### config.mk
export PLATFORM = sky130hd
export DESIGN_NAME = scan_mux_n
export DESIGN_NICKNAME = d
export VERILOG_FILES = /design/src/rtl/dld_display_pkg.sv /design/src/rtl/scan_prescaler.sv /design/src/rtl/scan_mux_n.sv
export SDC_FILE = /design/constraint.sdc
export NUM_CORES = 1
export LEC_CHECK = 0
export BUFFER_PORTS_ARGS = -buffer_cell sky130_fd_sc_hd__clkbuf_2
export CELL_PAD_IN_SITES_DETAIL_PLACEMENT = 1
export CELL_PAD_IN_SITES_GLOBAL_PLACEMENT = 2
export CORE_MARGIN = 5
export CORE_UTILIZATION = 35
export CTS_BUF_LIST = sky130_fd_sc_hd__clkbuf_4
export DETAILED_ROUTE_END_ITERATION = 10
export PLACE_DENSITY_LB_ADDON = 0.08
export SYNTH_ARGS = -nofsm -noshare
export SYNTH_HDL_FRONTEND = slang
export SYNTH_SLANG_ARGS = --single-unit
export TNS_END_PERCENT = 20
### constraint.sdc
create_clock -name clk -period 2.6 [get_ports clk]
set_clock_uncertainty 0.1 [all_clocks]
set_input_delay 0.26 -clock clk [delete_from_list [all_inputs] [get_ports clk]]
set_output_delay 0.26 -clock clk [all_outputs]
set_load 0.01 [all_outputs]
### src/rtl/dld_display_pkg.sv
// Shared display-path types and helpers for the digit scan logic.
package dld_display_pkg;

  // Widest digit row any display block in this codebase drives.
  localparam int MAX_CH = 32;

  // All digit enables inactive (active-low).
  localparam logic [MAX_CH-1:0] AN_OFF = '1;

  typedef enum logic [1:0] {
    OFF,
    GUARD,
    DRIVE
  } scanState_t;

  // Active-low one-hot enable for digit idx; out-of-range idx gives all-off.
  // Callers size-cast the result down to their own channel count.
  function automatic logic [MAX_CH-1:0] onehot_n(input int unsigned idx,
                                                 input int unsigned channels);
    logic [MAX_CH-1:0] result;
    result = AN_OFF;
    if (idx < channels) begin
      result = ~(MAX_CH'(1) << idx);
    end
    return result;
  endfunction

endpackage

### src/rtl/scan_prescaler.sv
// Free-running refresh prescaler with enable; pulses tick once per wrap.
module scan_prescaler #(
  parameter int DIV_BITS = 17
) (
  input  logic clk,
  input  logic rst_n,
  input  logic en,
  output logic tick
);

  logic [DIV_BITS-1:0] count;

  // Count while enabled; tick follows the all-ones count by one cycle.
  always_ff @(posedge clk or negedge rst_n) begin
    if (!rst_n) begin
      count <= '0;
      tick  <= 1'b0;
    end else if (en) begin
      count <= count + 1'b1;
      tick  <= (count == '1);
    end else begin
      tick  <= 1'b0;
    end
  end

endmodule

### src/rtl/scan_mux_n.sv
// Registered N-way digit selector with auto scan, manual select and blanking.
module scan_mux_n
  import dld_display_pkg::*;
#(
  parameter int CHANNELS = 4,
  parameter int WIDTH    = 4,
  parameter int DIV_BITS = 17,
  parameter int SEL_W    = $clog2(CHANNELS)
) (
  input  logic                      clk,
  input  logic                      rst_n,
  input  logic                      en,
  input  logic                      mode,
  input  logic [SEL_W-1:0]          sel_in,
  input  logic [CHANNELS*WIDTH-1:0] data_in,
  input  logic [CHANNELS-1:0]       blank_mask,
  output logic [WIDTH-1:0]          y,
  output logic [SEL_W-1:0]          sel_out,
  output logic [CHANNELS-1:0]       an_n,
  output logic                      tick
);

  localparam logic [SEL_W-1:0] LAST_IDX = SEL_W'(CHANNELS - 1);
  localparam logic [SEL_W:0]   CH_LIM   = (SEL_W + 1)'(CHANNELS);

  scanState_t          state, nextState;
  logic [SEL_W-1:0]    idx, nextIdx;
  logic [WIDTH-1:0]    yNext;
  logic [SEL_W-1:0]    selNext;
  logic [CHANNELS-1:0] anNext;
  logic                blankNext;

  scan_prescaler #(
    .DIV_BITS (DIV_BITS)
  ) uPrescaler (
    .clk   (clk),
    .rst_n (rst_n),
    .en    (en),
    .tick  (tick)
  );

  // State, index and all outputs registered together.
  always_ff @(posedge clk or negedge rst_n) begin
    if (!rst_n) begin
      state   <= OFF;
      idx     <= '0;
      y       <= '0;
      sel_out <= '0;
      an_n    <= CHANNELS'(AN_OFF);
    end else begin
      state   <= nextState;
      idx     <= nextIdx;
      y       <= yNext;
      sel_out <= selNext;
      an_n    <= anNext;
    end
  end

  // Next state/index, then the output values that state will present.
  // Outputs are derived from the next state so they line up with it.
  always_comb begin
    nextState = state;
    nextIdx   = idx;
    yNext     = y;
    selNext   = sel_out;
    anNext    = CHANNELS'(AN_OFF);
    blankNext = 1'b0;

    if (!en) begin
      nextState = OFF;
    end else begin
      unique case (state)
        OFF:   nextState = GUARD;
        GUARD: nextState = DRIVE;
        DRIVE: begin
          if (!mode) begin
            if (tick) begin
              nextIdx   = (idx == LAST_IDX) ? '0 : idx + 1'b1;
              nextState = GUARD;
            end
          end else if ((sel_in != idx) && ({1'b0, sel_in} < CH_LIM)) begin
            nextIdx   = sel_in;
            nextState = GUARD;
          end
        end
        default: nextState = OFF;
      endcase
    end

    if (nextState != OFF) begin
      selNext   = nextIdx;
      blankNext = blank_mask[nextIdx];
      yNext     = blankNext ? '0 : data_in[int'(nextIdx)*WIDTH +: WIDTH];
      if ((nextState == DRIVE) && !blankNext) begin
        anNext = CHANNELS'(onehot_n(32'(nextIdx), CHANNELS));
      end
    end
  end

endmodule

==> results of run 1 <==
[placed cells by master (no fill, tap or decap), types with 2 or more instances in the layout]
cell type,synthesis,routed
dfrtp_1,28,28
inv_1,2,2
or2_2,2,2
xnor2_1,12,12
ha_1,3,3
mux2_2,2,2
nor2b_1,9,9
and3_1,3,3
clkbuf_2,0,36
clkbuf_4,0,6
and2_1,2,2
nand3_1,4,4
mux2i_1,8,8
nor2_1,9,9
o221ai_1,3,3
xor2_1,5,5
nor3b_1,2,2
dfstp_2,4,4
or3_1,2,2
a21oi_1,3,3
o21ai_0,2,2
nand2_1,19,19
nand4_1,5,5
[metrics by stage]
stage          hold WS [ns]  instances  worst slack [ns]  power (mW)  area (um^2)
2_1_floorplan        -0.136        142             0.667       0.935         1560
3_3_place_gp          0.283        230             0.504        1.06         1810
3_5_place_dp          0.286        230             0.456        1.08         1810
4_1_cts              0.0317        239             0.413        1.48         1900
5_1_grt              0.0340        239             0.225        1.55         1900
6_report             0.0547        239             0.449        1.45         1900
[worst reg2reg max path, stage by stage, from the launching register on]
cell	delay (ns)
dfrtp_1	0.45
ha_1	0.29
nor3b_1	0.18
a21oi_1	0.09
o22ai_2	0.40
inv_2	0.18
or3_1	0.39
[layer usage]
metal | track usage [%] | vias up | part of all wire [%]
li1 | - | 583 | -
met1 | 14.7 | 621 | 42
met2 | 22.0 | 28 | 51
met3 | 5.62 | 2 | 6.1
met4 | 3.85 | 0 | 0.55
met5 | 0 | - | 0
[how the worst min path moves through the flow]
stage	from	end	slack, ns	depth (start not counted)
4_1_cts	blank_mask[3]	an_n[3]$_DFF_PN1_	0.03	2
6_report	blank_mask[3]	an_n[3]$_DFF_PN1_	0.05	2
5_1_grt	blank_mask[3]	an_n[3]$_DFF_PN1_	0.03	2
2_1_floorplan	rst_n	idx[0]$_DFF_PN0_	-0.14	0
3_3_place_gp	rst_n	idx[0]$_DFF_PN0_	0.28	1
3_5_place_dp	rst_n	sel_out[1]$_DFFE_PN0N_	0.29	1
[power by group through the flow]
stage / Sequential [mW] / Combinational [mW] / Clock (mW)
3_3_place_gp: 0.690 / 0.372 / 0
4_1_cts: 0.691 / 0.386 / 0.401
6_report: 0.689 / 0.374 / 0.387
3_5_place_dp: 0.700 / 0.381 / 0
5_1_grt: 0.707 / 0.418 / 0.424
2_1_floorplan: 0.694 / 0.242 / 0
[final cells by class]
cell class / count / area share, %
multi-input cells: 106 / 38.9
repair buffers: 38 / 10.4
clock inverters: 2 / 1.85
well taps: 52 / 3.43
flip-flops and latches: 32 / 42.5
inverters: 3 / 0.594
clock buffers: 6 / 2.37
[flip-flops by register name (all words and copies together), names as in the netlist]
signal            count
state                 2
uPrescaler.count     17
an_n                  4
y                     4
sel_out               2
idx                   2
uPrescaler.tick       1
[cells by family after synthesis]
| family | Yosys count |
|---|---|
| AO/OA/AOI/OAI | 14 |
| XOR/XNOR | 17 |
| adder cells (fa/ha/maj) | 3 |
| buffers and inverters | 4 |
| flip-flops | 32 |
| multiplexers | 10 |
| AND/OR/NAND/NOR | 62 |
==> flow_summary_export.csv, run 1 <==
group,metric,value,unit
status,status,"finished clean",
synthesis,yosysMostFrequentCell,"dfrtp_1",
detailed_routing,avgRoutedWirePerCell,15.2,um
global_route,grt_usage,13.0,%
power,power_density,765,mW/mm^2
synthesis,ys.flop_type,"dfrtp_1",
setup_path,timing.rr.start,"idx[1]$_DFF_PN0_",
hold_path,hold_class,"in -> reg",
setup_path,worstPathRequired,2.76,ns
synthesis,synth_top_area_share,44.9,%
sta,grt_setup_unrepaired,"no",
synthesis,yosysSeqAreaShare,51.7,%
sta,slew_headroom,46.4,%
synthesis,synth-simple-area-share,21.3,%
setup_path,worstPathCellList,"ha_1, nor3b_1, a21oi_1, o22ai_2, inv_2, or3_1",
cts,cts_setup_buffers,0,
synthesis,synth_top_area_cell,"dfrtp_1",
global_route,grt_pass1_wl,6270,um
synthesis,ys_warn_count,0,
synthesis,synthesis.nets,171,
sta,final.setup.tns,0,ns
synthesis,synth_commonest_cells,"28 x dfrtp_1, 19 x nand2_1, 12 x xnor2_1",
detailed_routing,vias_per_cell,5.16,
die,core_area,0.00432,mm^2
die,dieHeight,76.7,um
setup_path,endpoint,"an_n[1]$_DFF_PN1_",
global_route,antenna_found_initial,0,
detailed_routing,firstDrtPassIters,4,
sta,setup_viol,0,
layout,num_antenna_cells,0,
setup_path,worstPathMaxFanout,9,
power,vdd_drop_max,0.000368,V
cts,insertion_delay,0.33,ns
synthesis,synth-compound-area-share,7.38,%
setup_path,crit_start,"idx[1]$_DFF_PN0_",
synthesis,avgSynthCellArea,11.0,um^2
power,p_seq_share,47.5,%
synthesis,synth_area,0.00156,mm^2
synthesis,synthAdderAreaFrac,2.41,%
setup_path,critical_path_arrival,2.31,ns
cts,holdBufCountCts,1,
power,pwr-share-clk,26.7,%
detailed_routing,routed_wl,3620,um
layout,nets,215,
synthesis,synthMuxAreaShare,6.58,%
synthesis,yosysUniqueCellTypes,34,
setup_path,end_kind,"flip-flop",
synthesis,synthTopCellsByArea,"dfrtp_1 45%, dfstp_2 6.7%, xnor2_1 6.7%",
sta,tightest_slew,0.804,ns
synthesis,synth_top_family_by_area,"simple AND/OR/NAND/NOR gates",
placement,hpwl,2820,um
detailed_routing,drtIter0Drc,13,
die,dieArea,0.00589,mm^2
setup_path,critPathMaxStageDelay,0.45,ns
global_route,grt_pass1_vias,1349,
power,comb_power_share,25.8,%
sta,finalCritPeriodShare,82.7,%
placement,port_buffers,36,
synthesis,ys_seq_elements,32,
placement,gp_congestion,0.712,
setup_path,critPathTopFamily,"simple AND/OR/NAND/NOR gates",
setup_path,timing.rr.end,"an_n[1]$_DFF_PN1_",
cts,cts.clk_slew.worst_paths,0.10,ns
detailed_routing,vias,1234,
synthesis,synth_xor_xnor_area_share,9.55,%
synthesis,async_reset_ff_share,100,%
cts,numCtsBuffers,5,
sta,max_freq,465,MHz
die,ioPinCount,37,
layout,multi_input_area,737,um^2
setup_path,cp_num_cells,6,
global_route,grt.overflow.total,0,
die,fp-row-count,24,
setup_path,cp_slowest_cell,"dfrtp_1",
setup_path,r2r_slack,0.45,ns
setup_path,crit_type,"reg -> reg",
layout,area_delta_synth_final,21.7,%
synthesis,synthCells,142,
cts,clk_path_buf_depth,2,
cts,cts_num_sinks,32,
synthesis,synth_edf_count,0,
sta,finalHoldViolCount,0,
layout,postLayoutCoreUtil,43.9,%
power,intPower,988,uW
layout,layout-drive-gt1-share,31.0,%
power,p_leak,0.910,nW
detailed_routing,antenna_left,0,
setup_path,cp-start-kind,"flip-flop",
layout,nFillCells,506,
cts,cts_tree,"yes",
cts,cts_htree_levels,2,
power,switchingPower,463,uW
setup_path,reg2regPathDepth,6,
global_route,grt_max_degree,33,
run,cap_violations,0,
setup_path,worst-path-buf-inv,1,
detailed_routing,drc,0,
die,die_w,76.7,um
cts,cts-root-buf,"clkbuf_4",
power,swShare,31.9,%
layout,seq_area,806,um^2
sta,drv_slew,0,
die,start_util,36.1,%
cts,cts-resized-gates,0,
sta,fin_crit,2.15,ns
Note: power is estimated with default switching activity, not from simulation.
==> run 2, diff against run 1 <==
--- a/config.mk
+++ b/config.mk
@@ -5,11 +5,12 @@
 export SDC_FILE = /design/constraint.sdc
 export NUM_CORES = 1
 export LEC_CHECK = 0
+export ABC_AREA = 1
 export BUFFER_PORTS_ARGS = -buffer_cell sky130_fd_sc_hd__clkbuf_2
 export CELL_PAD_IN_SITES_DETAIL_PLACEMENT = 1
 export CELL_PAD_IN_SITES_GLOBAL_PLACEMENT = 2
 export CORE_MARGIN = 5
-export CORE_UTILIZATION = 35
+export CORE_UTILIZATION = 33
 export CTS_BUF_LIST = sky130_fd_sc_hd__clkbuf_4
 export DETAILED_ROUTE_END_ITERATION = 10
 export PLACE_DENSITY_LB_ADDON = 0.08
==> constraint.sdc (replaced) <==
create_clock -name clk -period 2.2 [get_ports clk]
set_clock_uncertainty 0.1 [all_clocks]
set_input_delay 0.22 -clock clk [delete_from_list [all_inputs] [get_ports clk]]
set_output_delay 0.22 -clock clk [all_outputs]
set_load 0.01 [all_outputs]
==> flow_summary_export.csv, run 2 <==
group,metric,value,unit
status,status,"finished clean",
synthesis,synth_area,0.00173,mm^2
power,comb_power_share,32.9,%
synthesis,yosysSeqAreaShare,46.5,%
die,dieArea,0.00680,mm^2
layout,regMostFlops,"uPrescaler.count",
detailed_routing,drtIter0Drc,16,
sta,fin_crit,1.89,ns
synthesis,synth_xor_xnor_area_share,8.60,%
global_route,use_met1,16.0,%
layout,nets,279,
cts,cts_tree,"yes",
sta,max_freq,529,MHz
cts,numCtsBuffers,5,
layout,nFillCells,650,
detailed_routing,routed_wl,4080,um
synthesis,synthTopCellsByArea,"dfrtp_1 40%, nand2_1 14%, nand3_1 7.8%",
cts,clk_path_buf_depth,2,
detailed_routing,antenna_left,0,
synthesis,synthMuxAreaShare,0,%
die,die_w,82.4,um
synthesis,yosysUniqueCellTypes,26,
run,cap_violations,0,
power,switchingPower,710,uW
die,fp-row-count,26,
synthesis,ys.flop_type,"dfrtp_1",
synthesis,async_reset_ff_share,100,%
layout,num_antenna_cells,0,
layout,layout_commonest_cell,"nand2_1",
power,power_density,926,mW/mm^2
layout,layout-drive-gt1-share,24.7,%
power,p_seq_share,43.3,%
synthesis,synthCells,208,
setup_path,cp-start-kind,"flip-flop",
setup_path,crit_type,"reg -> reg",
power,p_leak,1.13,nW
setup_path,critical_path_arrival,2.03,ns
synthesis,synth_top_area_share,40.5,%
global_route,grt_usage,13.8,%
synthesis,synth_edf_count,0,
sta,slew_headroom,47.7,%
sta,drv_slew,0,
hold_path,hold_class,"in -> reg",
synthesis,synth_top_area_cell,"dfrtp_1",
power,swShare,37.0,%
sta,grt_setup_unrepaired,"no",
layout,reg_top3,"uPrescaler.count x17, an_n x4, y x4",
sta,finalHoldViolCount,0,
cts,cts-resized-gates,0,
detailed_routing,drc,0,
global_route,met3_usage,4.12,%
sta,finalCritPeriodShare,86.0,%
synthesis,yosysMostFrequentCell,"nand2_1",
sta,tightest_slew,0.784,ns
global_route,grt_max_degree,33,
layout,seq_area,806,um^2
synthesis,synth-compound-area-share,4.05,%
layout,multi_input_area,827,um^2
die,core_area,0.00511,mm^2
cts,cts_htree_levels,2,
synthesis,synth_top_family_by_area,"simple AND/OR/NAND/NOR gates",
cts,insertion_delay,0.34,ns
detailed_routing,vias_per_cell,4.58,
die,dieHeight,82.4,um
power,pwr-share-clk,23.8,%
cts,cts.clk_slew.worst_paths,0.11,ns
detailed_routing,firstDrtPassIters,4,
layout,fin_area,0.00207,mm^2
placement,hpwl,3300,um
synthesis,synthAdderAreaFrac,2.17,%
synthesis,ys_warn_count,0,
setup_path,end_kind,"flip-flop",
sta,setup_viol,0,
synthesis,avgSynthCellArea,8.33,um^2
placement,port_buffers,36,
detailed_routing,avgRoutedWirePerCell,12.7,um
synthesis,synthesis.nets,237,
layout,area_delta_synth_final,19.7,%
cts,cts-root-buf,"clkbuf_4",
global_route,antenna_found_initial,0,
placement,gp_congestion,0.701,
synthesis,synth_commonest_cells,"66 x nand2_1, 28 x dfrtp_1, 27 x nand3_1",
global_route,grt.busiest_layer,"met2",
die,ioPinCount,37,
power,intPower,1.21,mW
setup_path,worstPathMaxFanout,11,
placement,post_dp_cell_area,0.00198,mm^2
global_route,grt_pass1_vias,1548,
setup_path,worstPathRequired,2.34,ns
detailed_routing,vias,1471,
layout,largest_register_ffs,17,
layout,layout_common_cells,"66 x nand2_1, 36 x clkbuf_2, 28 x dfrtp_1",
sta,final.setup.tns,0,ns
global_route,use_met2,23.8,%
synthesis,ys_seq_elements,32,
die,start_util,33.9,%
cts,cts_num_sinks,32,
synthesis,synth-simple-area-share,32.9,%
global_route,grt.overflow.total,0,
power,vdd_drop_max,0.000554,V
global_route,grt_pass1_wl,7130,um
==> run 2: cell types whose count changed after synthesis, moves of 4 or more <==
| cell | previous run | this run |
|---|---|---|
| nand2_1 | 19 | 66 |
| inv_1 | 2 | 15 |
| xor2_1 | 5 | 14 |
| xnor2_1 | 12 | 3 |
| nor2b_1 | 9 | 0 |
| mux2i_1 | 8 | 0 |
| inv_2 | 1 | 5 |
| nand3_1 | 4 | 27 |
==> run 2: critical path, stage by stage, from the launching register on <==
cell and delay, ns:
dfrtp_1 0.46, ha_1 0.22, inv_1 0.07, nand2_1 0.05, nand2_1 0.07, nand2_2 0.05, nand2_2 0.15, nand2_1 0.17
nand2_1 0.10, nand2_1 0.05, nand2_1 0.09, nand2_4 0.09, nand3_1 0.07, nand2_1 0.05
==> run 2: layer usage <==
metal	share of wire, %	vias up
li1	-	757
met1	43	678
met2	48	30
met3	7.5	6
met4	1.5	0
met5	0	-
==> run 2: final timing paths <==
path	from	to	slack, ns	depth (start not counted)
setup reg to reg	idx[0]$_DFF_PN0_	y[3]$_DFFE_PN0N_	0.31	13
max in group asynchronous	rst_n	uPrescaler.count[6]$_DFFE_PN0P_	1.10	2
hold / removal	en	uPrescaler.count[1]$_DFFE_PN0P_	0.13	3
min in group asynchronous	rst_n	uPrescaler.count[1]$_DFFE_PN0P_	0.38	2
setup / recovery	idx[0]$_DFF_PN0_	y[3]$_DFFE_PN0N_	0.31	13
hold reg to reg	uPrescaler.count[15]$_DFFE_PN0P_	uPrescaler.count[15]$_DFFE_PN0P_	0.38	1
==> run 2: area by class of cell <==
type | count | area share, %
multi-input combinational | 153 | 39.9
sequential | 32 | 38.9
timing repair buffer | 38 | 9.54
tap | 70 | 4.22
inverter | 20 | 3.62
clock buffer | 6 | 2.17
clock inverter | 2 | 1.69
==> run 2: power groups by stage <==
stage / registers (mW) / clock network (mW) / logic (mW)
6_report: 0.831 / 0.457 / 0.632
5_1_grt: 0.856 / 0.502 / 0.746
4_1_cts: 0.835 / 0.474 / 0.654
2_1_floorplan: 0.845 / 0 / 0.438
3_5_place_dp: 0.846 / 0 / 0.649
3_3_place_gp: 0.845 / 0 / 0.650
==> run 2: cells by family (layout without fill, tap and decap cells) <==
kind of cell / after synthesis / after routing
xor gates and xnor gates: 17 / 17
buffers and inverters: 23 / 66
DFF: 32 / 32
adders and majority gates: 3 / 3
and+or+nand+nor: 125 / 125
AOI/OAI and AO/OA: 8 / 8
==> run 2: per-stage QoR <==
step	instances	hold WS (ns)	utilization (%)	worst slack, ns	power [mW]
after CTS	321	0.130	40.6	0.290	1.96
after global routing	321	0.145	40.6	0.0573	2.10
after global placement	312	0.245	38.8	0.368	1.50
final	321	0.132	40.6	0.309	1.92
after detailed placement	312	0.250	38.8	0.312	1.50
after floorplan	208	-0.176	-	0.456	1.28
==> run 2: what timing repair did <==
| item | 4_1_cts | 5_1_grt |
|---|---|---|
| buffers inserted | 0 | 0 |
| hold buffers | 1 | 0 |
| hold endpoints to repair | 28 | 0 |
==> run 3, diff against run 2 <==
--- a/config.mk
+++ b/config.mk
@@ -14,6 +14,7 @@
 export CTS_BUF_LIST = sky130_fd_sc_hd__clkbuf_4
 export DETAILED_ROUTE_END_ITERATION = 10
 export PLACE_DENSITY_LB_ADDON = 0.08
+export REMOVE_ABC_BUFFERS = 1
 export SYNTH_ARGS = -nofsm -noshare
 export SYNTH_HDL_FRONTEND = slang
 export SYNTH_SLANG_ARGS = --single-unit
==> flow_summary_export.csv, run 3 (synthesized netlist as in run 2, its figures left out) <==
group,metric,value,unit
layout,layout_common_cells,"66 x nand2_1, 36 x clkbuf_2, 28 x dfrtp_1",
sta,whs,0.116,ns
setup_path,critical_path_arrival,2.05,ns
layout,instances_no_fill,321,
cts,numCtsBuffers,5,
layout,layout_commonest_cell,"nand2_1",
cts,cts.clk_slew.worst_paths,0.11,ns
cts,cts_tree,"yes",
cts,cts_setup_buffers,0,
sta,fin_crit,1.91,ns
setup_path,crit_type,"reg -> reg",
cts,cts-root-buf,"clkbuf_4",
detailed_routing,antenna_left,0,
layout,postLayoutCoreUtil,40.6,%
sta,setup_viol,0,
detailed_routing,vias,1466,
global_route,grt_max_degree,33,
power,finalPower,1.94,mW
power,vdd_drop_max,0.000435,V
layout,nets,279,
detailed_routing,drc,0,
hold_path,hold_class,"in -> reg",
status,status,"finished clean",
power,p_leak,1.13,nW
die,ioPinCount,37,
cts,cts-resized-gates,0,
sta,final.setup.tns,0,ns
layout,nFillCells,652,
cts,cts_htree_levels,2,
layout,area_delta_synth_final,19.7,%
global_route,grt_pass1_wl,7180,um
die,start_util,33.9,%
detailed_routing,routed_wl,4200,um
run,cap_violations,0,
detailed_routing,drtIter0Drc,58,
setup_path,worstPathMaxFanout,11,
sta,tightest_slew,0.816,ns
cts,clk_path_buf_depth,2,
sta,finalCritPeriodShare,86.8,%
die,die_w,82.4,um
die,dieHeight,82.4,um
die,core_area,0.00511,mm^2
layout,regMostFlops,"uPrescaler.count",
setup_path,worstPathRequired,2.34,ns
global_route,grt_pass1_vias,1527,
global_route,grt_usage,13.8,%
setup_path,end_kind,"flip-flop",
global_route,grt.overflow.total,0,
global_route,antenna_found_initial,0,
sta,max_freq,524,MHz
die,fp-row-count,26,
placement,dp_cells,312,
die,dieArea,0.00680,mm^2
placement,gp_congestion,0.745,
power,power_density,937,mW/mm^2
layout,layout-drive-gt1-share,24.7,%
placement,port_buffers,36,
sta,drv_slew,0,
layout,largest_register_ffs,17,
cts,cts_num_sinks,32,
cts,insertion_delay,0.33,ns
sta,finalHoldViolCount,0,
layout,reg_top3,"uPrescaler.count x17, an_n x4, y x4",
detailed_routing,firstDrtPassIters,4,
layout,num_antenna_cells,0,
detailed_routing,avgRoutedWirePerCell,13.1,um
sta,slew_headroom,45.6,%
placement,hpwl,3260,um
setup_path,cp-start-kind,"flip-flop",
sta,grt_setup_unrepaired,"no",
detailed_routing,vias_per_cell,4.57,
-- run 3: final timing paths --
path	startpoint	to	slack [ns]	cells after the start
worst max register to register	idx[0]$_DFF_PN0_	y[1]$_DFFE_PN0N_	0.29	13
worst min-delay path	en	uPrescaler.tick$_DFF_PN0_	0.12	3
worst max-delay path	idx[0]$_DFF_PN0_	y[1]$_DFFE_PN0N_	0.29	13
min in group asynchronous	rst_n	uPrescaler.count[2]$_DFFE_PN0P_	0.40	2
max in group asynchronous	rst_n	uPrescaler.count[14]$_DFFE_PN0P_	1.09	2
worst min register to register	uPrescaler.count[15]$_DFFE_PN0P_	uPrescaler.count[15]$_DFFE_PN0P_	0.38	1
-- run 3: layer usage --
metal / track usage, % / vias up / routed length (um)
met1: 16.7 / 677 / 1900
met3: 3.36 / 4 / 186
met4: 4.49 / 0 / 31
met5: 0 / - / 0
met2: 24.0 / 27 / 2090
li1: - / 758 / -
-- run 3: area by class of cell --
cell class | instances | area (um^2) | area share [%]
multi-input combinational | 153 | 827 | 39.9
sequential | 32 | 806 | 38.9
timing repair buffer | 38 | 198 | 9.54
tap | 70 | 87.6 | 4.22
inverter | 20 | 75.1 | 3.62
clock inverter | 3 | 42.5 | 2.05
clock buffer | 5 | 37.5 | 1.81
-- run 3: where the power goes --
part	switching (mW)	total [mW]	internal, mW	leakage, nW
clock	0.219	0.456	0.237	0.0412
combinational	0.403	0.649	0.246	0.685
sequential	0.122	0.837	0.714	0.404
total	0.745	1.94	1.20	1.13
-- run 3: repair_timing --
action / in CTS / in global routing
endpoints found under the hold margin: 28 / 0
hold buffers: 1 / 0
endpoints found under the setup margin: 0 / 0
-- run 3: through the flow --
step,cell area [um^2],setup slack (ns)
floorplan,1710,0.456
global placement,1980,0.357
detailed placement,1980,0.295
CTS,2070,0.274
global route,2070,0.0577
finish,2070,0.291
-- run 3: critical path, cell delays in order, from the launching register on --
cell     delay, ns
dfrtp_1       0.46
ha_1          0.22
inv_1         0.07
nand2_1       0.05
nand2_1       0.07
nand2_2       0.05
nand2_2       0.16
nand2_1       0.18
nand2_1       0.10
nand2_1       0.05
nand2_1       0.09
nand2_4       0.08
nand3_1       0.07
nand2_1       0.05
